## config.mk

```make
export PLATFORM = sky130hd
export DESIGN_NAME = uart_ctrl
export DESIGN_NICKNAME = d
export VERILOG_FILES = /design/src/rtl/uart_pkg.sv /design/src/rtl/uart_rx_core.sv /design/src/rtl/uart_ctrl.sv
export SDC_FILE = /design/constraint.sdc
export NUM_CORES = 1
export LEC_CHECK = 0
export CAP_MARGIN = 30
export CORE_MARGIN = 4
export CORE_UTILIZATION = 40
export CTS_BUF_LIST = sky130_fd_sc_hd__clkbuf_8
export DETAILED_ROUTE_END_ITERATION = 7
export PLACE_DENSITY = 0.72
export SYNTH_ARGS = -nofsm -noshare
export SYNTH_HDL_FRONTEND = slang
export SYNTH_SLANG_ARGS = --single-unit
```

## constraint.sdc

```tcl
create_clock -name clk -period 2.1 [get_ports clk]
set_clock_uncertainty 0.15 [all_clocks]
set_input_delay 0.21 -clock clk [delete_from_list [all_inputs] [get_ports clk]]
set_output_delay 0.21 -clock clk [all_outputs]
set_load 0.02 [all_outputs]
```

## src/rtl/uart_pkg.sv

```systemverilog
// Shared definitions for the memory-mapped UART: register addresses, CON bit positions, FSM states.
// Build option UART_RX_FIFO_EN (see uart_ctrl) selects a 4-entry RX FIFO instead of a holding register.
package uart_pkg;

    localparam logic [31:0] UART_TXD_ADDR = 32'h4000_0018;
    localparam logic [31:0] UART_RXD_ADDR = 32'h4000_001C;
    localparam logic [31:0] UART_CON_ADDR = 32'h4000_0020;

    localparam int CON_TX_IRQ_EN = 0;
    localparam int CON_RX_IRQ_EN = 1;
    localparam int CON_TX_DONE   = 2;
    localparam int CON_RX_VALID  = 3;
    localparam int CON_TX_BUSY   = 4;
    localparam int CON_OVERRUN   = 5;
    localparam int CON_FRAME_ERR = 6;

    typedef enum logic [1:0] {
        IDLE  = 2'd0,
        START = 2'd1,
        DATA  = 2'd2,
        STOP  = 2'd3
    } uart_state_e;

endpackage

```

## src/rtl/uart_rx_core.sv

```systemverilog
// 8N1 receiver: two-flop synchronizer plus mid-bit sampling FSM; pulses rx_strobe (good byte)
// or rx_ferr (bad stop bit) for one cycle, combinationally during the stop-bit sample cycle.
module uart_rx_core
    import uart_pkg::*;
#(
    parameter int CLKS_PER_BIT = 5208
) (
    input  logic       clk,
    input  logic       reset,
    input  logic       rx,
    output logic       rx_strobe,
    output logic [7:0] rx_byte,
    output logic       rx_ferr
);

    localparam int CW = $clog2(CLKS_PER_BIT);
    localparam logic [CW-1:0] CNT_MAX  = CW'(CLKS_PER_BIT - 1);
    localparam logic [CW-1:0] CNT_HALF = CW'(CLKS_PER_BIT / 2 - 1);

    logic          r_sync1;
    logic          r_sync2;
    uart_state_e   r_state;
    uart_state_e   w_state_nxt;
    logic [CW-1:0] r_cnt;
    logic [2:0]    r_bit;
    logic [7:0]    r_shift;
    logic          w_cnt_end;
    logic          w_cnt_half;

    assign w_cnt_end  = (r_cnt == CNT_MAX);
    assign w_cnt_half = (r_cnt == CNT_HALF);
    assign rx_byte    = r_shift;

    always_ff @(posedge clk or negedge reset) begin
        if (!reset) begin
            r_sync1 <= 1'b1;
            r_sync2 <= 1'b1;
        end else begin
            r_sync1 <= rx;
            r_sync2 <= r_sync1;
        end
    end

    always_comb begin
        w_state_nxt = r_state;
        rx_strobe   = 1'b0;
        rx_ferr     = 1'b0;
        case (r_state)
            IDLE:  if (!r_sync2) w_state_nxt = START;
            // A start bit that is high again at mid-bit was only a glitch.
            START: if (w_cnt_half) w_state_nxt = r_sync2 ? IDLE : DATA;
            DATA:  if (w_cnt_end && (r_bit == 3'd7)) w_state_nxt = STOP;
            STOP: begin
                if (w_cnt_end) begin
                    w_state_nxt = IDLE;
                    rx_strobe   = r_sync2;
                    rx_ferr     = !r_sync2;
                end
            end
            default: w_state_nxt = IDLE;
        endcase
    end

    always_ff @(posedge clk or negedge reset) begin
        if (!reset) begin
            r_state <= IDLE;
            r_cnt   <= '0;
            r_bit   <= 3'd0;
            r_shift <= 8'h00;
        end else begin
            r_state <= w_state_nxt;
            if ((r_state == IDLE) || (r_state != w_state_nxt) || w_cnt_end)
                r_cnt <= '0;
            else
                r_cnt <= r_cnt + 1'b1;
            if (r_state != DATA)
                r_bit <= 3'd0;
            else if (w_cnt_end)
                r_bit <= r_bit + 3'd1;
            if ((r_state == DATA) && w_cnt_end)
                r_shift <= {r_sync2, r_shift[7:1]};
        end
    end

endmodule

```

## src/rtl/uart_ctrl.sv

```systemverilog
// Memory-mapped 8N1 UART (TXD/RXD/CON registers, level irq) on the CPU peripheral bus.
// Define UART_RX_FIFO_EN for a 4-entry RX FIFO; otherwise RX uses a single holding register.
module uart_ctrl
    import uart_pkg::*;
#(
    parameter int CLKS_PER_BIT = 5208
) (
    input  logic        clk,
    input  logic        reset,
    input  logic        rd,
    input  logic        wr,
    input  logic [31:0] addr,
    input  logic [31:0] wdata,
    output logic [31:0] rdata,
    input  logic        rx,
    output logic        tx,
    output logic        irq
);

    localparam int CW = $clog2(CLKS_PER_BIT);
    localparam logic [CW-1:0] CNT_MAX = CW'(CLKS_PER_BIT - 1);

    logic w_txd_wr, w_con_wr, w_rxd_rd, w_con_rd;
    assign w_txd_wr = wr && (addr == UART_TXD_ADDR);
    assign w_con_wr = wr && (addr == UART_CON_ADDR);
    assign w_rxd_rd = rd && (addr == UART_RXD_ADDR);
    assign w_con_rd = rd && (addr == UART_CON_ADDR);

    logic w_unused_ok;
    assign w_unused_ok = &{1'b0, wdata[31:8]};

    uart_state_e   r_tx_state, w_tx_state_nxt;
    logic [CW-1:0] r_tx_cnt;
    logic [2:0]    r_tx_bit, w_tx_bit_nxt;
    logic [7:0]    r_txd;
    logic          r_tx, w_tx_nxt, w_tx_done_set, w_tx_busy, w_tx_cnt_end;

    assign w_tx_cnt_end = (r_tx_cnt == CNT_MAX);
    assign w_tx_busy    = (r_tx_state != IDLE);
    assign tx           = r_tx;

    always_comb begin
        w_tx_state_nxt = r_tx_state;
        w_tx_bit_nxt   = r_tx_bit;
        w_tx_done_set  = 1'b0;
        w_tx_nxt       = 1'b1;
        case (r_tx_state)
            IDLE:  if (w_txd_wr) w_tx_state_nxt = START;
            START: if (w_tx_cnt_end) w_tx_state_nxt = DATA;
            DATA: begin
                if (w_tx_cnt_end) begin
                    w_tx_bit_nxt = r_tx_bit + 3'd1;
                    if (r_tx_bit == 3'd7) w_tx_state_nxt = STOP;
                end
            end
            STOP: begin
                if (w_tx_cnt_end) begin
                    w_tx_state_nxt = IDLE;
                    w_tx_done_set  = 1'b1;
                end
            end
            default: w_tx_state_nxt = IDLE;
        endcase
        // The pin is registered from the next state so it never glitches on decode.
        case (w_tx_state_nxt)
            START:   w_tx_nxt = 1'b0;
            DATA:    w_tx_nxt = r_txd[w_tx_bit_nxt];
            default: w_tx_nxt = 1'b1;
        endcase
    end

    always_ff @(posedge clk or negedge reset) begin
        if (!reset) begin
            r_tx_state <= IDLE;
            r_tx_cnt   <= '0;
            r_tx_bit   <= 3'd0;
            r_txd      <= 8'h00;
            r_tx       <= 1'b1;
        end else begin
            r_tx_state <= w_tx_state_nxt;
            r_tx_bit   <= w_tx_bit_nxt;
            r_tx       <= w_tx_nxt;
            if ((r_tx_state == IDLE) || w_tx_cnt_end)
                r_tx_cnt <= '0;
            else
                r_tx_cnt <= r_tx_cnt + 1'b1;
            if (w_txd_wr && (r_tx_state == IDLE))
                r_txd <= wdata[7:0];
        end
    end

    logic       w_rx_strobe, w_rx_ferr;
    logic [7:0] w_rx_byte;

    uart_rx_core #(
        .CLKS_PER_BIT(CLKS_PER_BIT)
    ) u_rx_core (
        .clk       (clk),
        .reset     (reset),
        .rx        (rx),
        .rx_strobe (w_rx_strobe),
        .rx_byte   (w_rx_byte),
        .rx_ferr   (w_rx_ferr)
    );

    logic       w_rx_valid, w_rx_pop, w_rx_push, w_ovr_set;
    logic [7:0] w_rx_head;

`ifdef UART_RX_FIFO_EN
    logic [7:0] r_fifo [4];
    logic [1:0] r_wptr, r_rptr;
    logic [2:0] r_count;
    logic       w_full;

    assign w_full     = (r_count == 3'd4);
    assign w_rx_valid = (r_count != 3'd0);
    assign w_rx_pop   = w_rxd_rd && w_rx_valid;
    assign w_rx_push  = w_rx_strobe && (!w_full || w_rx_pop);
    assign w_ovr_set  = w_rx_strobe && w_full && !w_rx_pop;
    assign w_rx_head  = r_fifo[r_rptr];

    always_ff @(posedge clk) begin
        if (w_rx_push) r_fifo[r_wptr] <= w_rx_byte;
    end

    always_ff @(posedge clk or negedge reset) begin
        if (!reset) begin
            r_wptr  <= 2'd0;
            r_rptr  <= 2'd0;
            r_count <= 3'd0;
        end else begin
            if (w_rx_push) r_wptr <= r_wptr + 2'd1;
            if (w_rx_pop)  r_rptr <= r_rptr + 2'd1;
            r_count <= r_count + {2'b00, w_rx_push} - {2'b00, w_rx_pop};
        end
    end
`else
    logic [7:0] r_rx_data;
    logic       r_rx_vld;

    assign w_rx_valid = r_rx_vld;
    assign w_rx_pop   = w_rxd_rd && r_rx_vld;
    assign w_rx_push  = w_rx_strobe && (!r_rx_vld || w_rx_pop);
    assign w_ovr_set  = w_rx_strobe && r_rx_vld && !w_rx_pop;
    assign w_rx_head  = r_rx_data;

    always_ff @(posedge clk or negedge reset) begin
        if (!reset) begin
            r_rx_data <= 8'h00;
            r_rx_vld  <= 1'b0;
        end else begin
            if (w_rx_push) r_rx_data <= w_rx_byte;
            r_rx_vld <= w_rx_push | (r_rx_vld & ~w_rx_pop);
        end
    end
`endif

    logic r_tx_irq_en, r_rx_irq_en, r_tx_done, r_overrun, r_frame_err, r_irq;

    // Sticky bits: a new event in the clearing cycle wins so it is never lost.
    always_ff @(posedge clk or negedge reset) begin
        if (!reset) begin
            r_tx_irq_en <= 1'b0;
            r_rx_irq_en <= 1'b0;
            r_tx_done   <= 1'b0;
            r_overrun   <= 1'b0;
            r_frame_err <= 1'b0;
            r_irq       <= 1'b0;
        end else begin
            if (w_con_wr) begin
                r_tx_irq_en <= wdata[CON_TX_IRQ_EN];
                r_rx_irq_en <= wdata[CON_RX_IRQ_EN];
            end
            r_tx_done   <= w_tx_done_set | (r_tx_done & ~w_con_rd);
            r_overrun   <= w_ovr_set | (r_overrun & ~w_con_rd);
            r_frame_err <= w_rx_ferr | (r_frame_err & ~w_con_rd);
            r_irq       <= (r_tx_irq_en & r_tx_done) | (r_rx_irq_en & w_rx_valid);
        end
    end

    assign irq = r_irq;

    always_comb begin
        rdata = 32'h0;
        if (rd) begin
            case (addr)
                UART_TXD_ADDR: rdata = {24'h0, r_txd};
                UART_RXD_ADDR: if (w_rx_valid) rdata = {24'h0, w_rx_head};
                UART_CON_ADDR: begin
                    rdata[CON_TX_IRQ_EN] = r_tx_irq_en;
                    rdata[CON_RX_IRQ_EN] = r_rx_irq_en;
                    rdata[CON_TX_DONE]   = r_tx_done;
                    rdata[CON_RX_VALID]  = w_rx_valid;
                    rdata[CON_TX_BUSY]   = w_tx_busy;
                    rdata[CON_OVERRUN]   = r_overrun;
                    rdata[CON_FRAME_ERR] = r_frame_err;
                end
                default: rdata = 32'h0;
            endcase
        end
    end

endmodule
```

# After elaboration in Yosys (flattened, before gate mapping)
# Index checks and enable logic that the tools add are counted.
op_classes:
  n_addsub: 4
  n_lt_le_gt_ge: 1
  eq_ne: 18
  muxes: 31
  bitwise: 13
  reduce_logical: 22
op_table:
  columns: ["operator", "n"]
  rows:
  - ["$eq A32 B31 Y1 const B", 3]
  - ["$pmux W25 S2", 1]
  - ["$mux W32", 1]
  - ["$add A13 B1 Y13 const B", 2]
  - ["$eq A13 B13 Y1 const B", 2]
  - ["$mux W13", 2]
  - ["$pmux W7 S3", 1]
  - ["$mux W2", 10]
  - ["$pmux W2 S4", 2]
  - ["$eq A13 B12 Y1 const B", 1]
  - ["$mux W3", 4]
  - ["$logic_and A1 B1 Y1", 11]
  - ["$eq A2 B2 Y1 const B", 5]
  - ["$mux W8", 1]
  - ["$mux W1", 7]
  - ["$add A3 B1 Y3 const B", 2]
  - ["$and A1 B1 Y1", 6]
  - ["$eq A2 B1 Y1 const B", 3]
  - ["$eq A3 B3 Y1 const B", 2]
  - ["$or A1 B1 Y1", 5]
  - ["$logic_not A2 Y1", 2]
  - ["$logic_or A1 B1 Y1", 4]
  - ["$lt A3 B4 Y1 const B", 1]
  - ["$reduce_bool A2 Y1", 2]
  - ["other kinds (6)", 9]
totals:
  ff_bits: 70
  out_inout_bits: 34
  elab_cells: 108

# Longest topological paths before layout
depth:
  depth_word: 8
  ltp_mapped: 8

# Cells and area by module
# Synthesis repeated with hierarchy kept, for this count alone.
hier_totals:
  cells_unflattened: 353
  area_unflattened_um2: 3812.4
modules_own_cells:
  columns: ["mod", "n_inst", "cells_each", "area_per_inst_um2", "seq_area_each_um2"]
  rows:
  - ["uart_ctrl", 1, 231, 2424.8, 1052.3]
  - ["uart_rx_core", 1, 122, 1387.6, 703.2]

# Least setup slack after synthesis
# No wires, ideal clock.
synth_path:
  path_type: "input -> output"
  start: "input addr[1]"
  end: "output rdata[4]"
  arrival_ps: 1926
  t_required_ps: 1740
  setup_slack_ps: -186
  path_stages: 6
  path_buffers: 1
  cell_sequence: "or4_4 nor4_4 and3_2 clkbuf_1 a22oi_1 a21oi_1"
synth_between:
  elab_chain_len: 3
  elab_cells_between_ends: 5
synth_lines:
  columns: ["element", "line_no", "text"]
  rows:
  - ["start: declaration", "uart_ctrl.sv:12", "input logic [31:0] addr,"]
  - ["$eq A32 B31 Y1", "uart_ctrl.sv:186", "case (addr)"]
  - ["$pmux W7 S3 (*)", "uart_ctrl.sv:186", null]
  - ["$mux W32 (*)", "uart_ctrl.sv:185", "if (rd) begin"]
  - ["end: declaration", "uart_ctrl.sv:14", "output logic [31:0] rdata,"]
# Mark *: on every way between the ends. The rest lies on a longest branch, timed or not.

# Worst setup path in the final report
layout_path:
  start: "input addr[7]"
  end: "output rdata[6]"
# The elaborated chain is that of the path after synthesis.

==> results.sh <==
export IMPL_synth_commonest_cells="67 x dfrtp_1, 48 x nor2_1, 28 x mux2_2, 24 x buf_4, 22 x nand2_1"
export IMPL_yosys_area_top_type="dfrtp_1"
export IMPL_yosys_warnings=0
export IMPL_clkSinkCount=70
export IMPL_leakage_nw=2.28
export IMPL_gp_congestion=0.905
export IMPL_r2r_setup_slack_ns=0.08
export IMPL_fillCellCount=734
export IMPL_worstPathArrival_ns=1.83
export IMPL_timing_final_ws_setup_ns=-0.0852
export IMPL_switching_power_mw=0.590
export IMPL_critPathKind="input port to output port"
export IMPL_cap_violations=0
export IMPL_post_route_util_pct=55.4
export IMPL_share_comb_of_total_power_pct=5.9
export IMPL_dp_cells=524
export IMPL_hold_path_class="input port to register"
export IMPL_cts_made_buffers=9
export IMPL_cts_tree="yes"
export IMPL_routed_wl_mm=7.66
export IMPL_cts_clk_slew_worst_paths_ns=0.07
export IMPL_yosysMostFrequentCell="dfrtp_1"
export IMPL_fp_dieH_um=102
export IMPL_crit_path_max_fanout=8
export IMPL_postSynthAreaPerCell_um2=10.7
export IMPL_synth_seq_cells=70
export IMPL_post_route_period_util_pct=104
export IMPL_initial_core_util_pct=41.0
export IMPL_dr_total_vias=2712
export IMPL_drive_gt1_share_pct=35.5
export IMPL_rows=34
export IMPL_synthesis_area_mm2=0.00355
export IMPL_min_path_cells=1
export IMPL_first_global_vias=2658
export IMPL_power_mw=2.70
export IMPL_yosysUniqueCellTypes=46
export IMPL_grt_remaining_overflow=0
export IMPL_outcome="finished with violations"
export IMPL_clkPwrFrac_pct=44.1
export IMPL_hp_start="rx"
export IMPL_root_buffer="clkbuf_8"
export IMPL_pre_cts_slack_ns=-0.990
export IMPL_peakVddDrop_v=0.000309
export IMPL_worstSetupStartpointType="input port"
export IMPL_hold_end="u_rx_core.r_sync1$_DFF_PN1_"
export IMPL_pwr_share_seq_pct=50.0
export IMPL_drtIter0Drc=167
export IMPL_viasPerCell=4.95
export IMPL_clock_fmax_mhz=458
export IMPL_ios=103
export IMPL_yosys_area_top_type_share_pct=47.2
export IMPL_powerDensity_mw_per_mm2=562
export IMPL_busiest_layer="met2"
export IMPL_post_route_min_period_ns=2.19
export IMPL_yosysSeqAreaShare_pct=49.4
export IMPL_drtAntennaViolNets=0
export IMPL_grt_pass1_wl_mm=12.3
export IMPL_drc=0
export IMPL_cp_end_kind="output port"
export IMPL_violations="setup timing"
export IMPL_clkLatencyLatePin_ns=0.34
export IMPL_finalNonFillerCells=548
export IMPL_synth_cells=332
export IMPL_grt_use_met2_pct=23.7
export IMPL_track_usage_pct=14.9
export IMPL_hpwlAfterDp_mm=5.75
export IMPL_reg2regPathDepth=9
export IMPL_slew_viol_final=0
export IMPL_yosys_top_cells_area="dfrtp_1 47%, mux2_2 8.9%, buf_4 5.1%"
export IMPL_die_w_um=102
export IMPL_multi_input_area_mm2=0.00181
export IMPL_wl_per_cell_um=14.0
export IMPL_hold_viol_final=0
export IMPL_first_pass_iters=5
export IMPL_syn2layout_area_growth_pct=35.2
export IMPL_die_area_mm2=0.0105
export IMPL_synth_ff_type="dfrtp_1"
export IMPL_grt_max_degree=71
export IMPL_synth_edf_count=0
export IMPL_nets=510
export IMPL_seqCellArea_mm2=0.00176
export IMPL_core_area_mm2=0.00868
export IMPL_timing_hold_ws_ns=0.123
export IMPL_required_ns=1.74
export IMPL_r2r_end="tx$_DFF_PN1_"
export IMPL_internal_power_mw=2.11
export IMPL_r2r_start="r_tx_cnt[0]$_DFF_PN0_"
export IMPL_setup_viol=7
export IMPL_grt_met3_usage_pct=4.10
export IMPL_rsz0062_at_grt="yes"
export IMPL_io_buffer_count=54
export IMPL_antenna_found_initial=0
export IMPL_clockBufferDepth=2
export IMPL_use_met1_pct=19.9
export IMPL_async_flop_share_pct=100
export IMPL_swShare_pct=21.8
export IMPL_cts_max_level=3
export IMPL_diodes=0
[cells by family after synthesis]
group | count (synthesis) | share of synthesized area, %
compound gates | 28 | 5.77
xor+xnor | 25 | 6.16
other cells | 1 | 0.105
simple gates | 128 | 19.1
mux | 33 | 10.3
buf+inv | 41 | 7.11
flops | 70 | 49.4
fa+ha+maj | 6 | 2.11
[state kept, by name (all words and copies together), names as in the netlist, 2 cells and up]
register           count
r_rx_data              8
r_tx_bit               3
r_tx_cnt              13
r_tx_state             2
r_txd                  8
u_rx_core.r_bit        3
u_rx_core.r_cnt       13
u_rx_core.r_state      2
u_rx_core.rx_byte      8
[critical path, cell delays in order]
cell,delay [ns]
buf_6,0.09
or4_4,0.57
nor4_4,0.28
and2b_2,0.29
a222oi_1,0.14
nor2_2,0.12
buf_6,0.13
[metal layers]
metal	routed length, um	vias up
met1	3420	1325
met5	0	-
met2	3830	57
met4	79	0
li1	-	1323
met3	327	7
[through the flow]
stage                     area (um^2)  TNS, ns
after floorplan                  3690   -0.346
after global placement           4440   -19.13
after detailed placement         4440   -20.65
after CTS                        4720  -0.0748
after global routing             4810   -0.984
final                            4810   -0.532
[cells in the final DEF (no fill, tap or decap), drive strengths merged, types with 3 or more instances in the layout]
cell type      Yosys  layout
o21ai              9       9
nand3             13      13
a22o               3       3
and3               8       8
nand4              9       9
dfrtp             67      67
a222oi             5       5
nor4b              3       3
nor4               9       9
inv               10      10
mux2i              5       5
dfstp              3       3
dlygate4sd2        0       4
clkdlybuf4s15      0       7
mux2              28      28
buf               26      74
xor2              14      14
a21oi              4       4
clkdlybuf4s50      0      13
conb               1      24
clkbuf             5      11
ha                 6       6
nor2              48      48
xnor2             11      11
nand3b             3       3
nand2             22      22
[cell type report]
| cell class | instances | share of cell area (%) |
|---|---|---|
| inverters | 10 | 0.781 |
| clock inverters | 6 | 1.77 |
| well taps | 108 | 2.81 |
| multi-input cells | 244 | 37.6 |
| repair buffers | 100 | 17.6 |
| flip-flops and latches | 70 | 36.5 |
| clock buffers | 10 | 2.86 |
[power by group through the flow]
stage | registers (mW) | clock network, mW | logic, mW
after floorplan | 1.38 | 0 | 0.0780
after global placement | 1.38 | 0 | 0.161
after detailed placement | 1.38 | 0 | 0.164
after CTS | 1.35 | 1.24 | 0.157
after global routing | 1.35 | 1.29 | 0.174
final | 1.35 | 1.19 | 0.158
[what timing repair did]
item / in CTS / in global routing
setup buffers: 4 / 3
cloned: 0 / 0
hold endpoints to repair: 67 / 0
setup endpoints to repair: 28 / 17
pin swaps: 30 / 14
hold buffers: 1 / 0
gates resized for setup: 151 / 13
[how the worst max path moves through the flow]
stage / start / endpoint / slack [ns]
after floorplan: u_rx_core.r_cnt[8]$_DFF_PN0_ / r_rx_data[0]$_DFFE_PN0P_ / -0.04
after global placement: addr[1] / rdata[0] / -0.92
after detailed placement: addr[1] / rdata[2] / -0.99
after CTS: r_tx_cnt[0]$_DFF_PN0_ / tx$_DFF_PN1_ / -0.07
after global routing: addr[7] / rdata[1] / -0.13
final: addr[7] / rdata[6] / -0.09
Note: power is estimated with default switching activity, not from simulation.
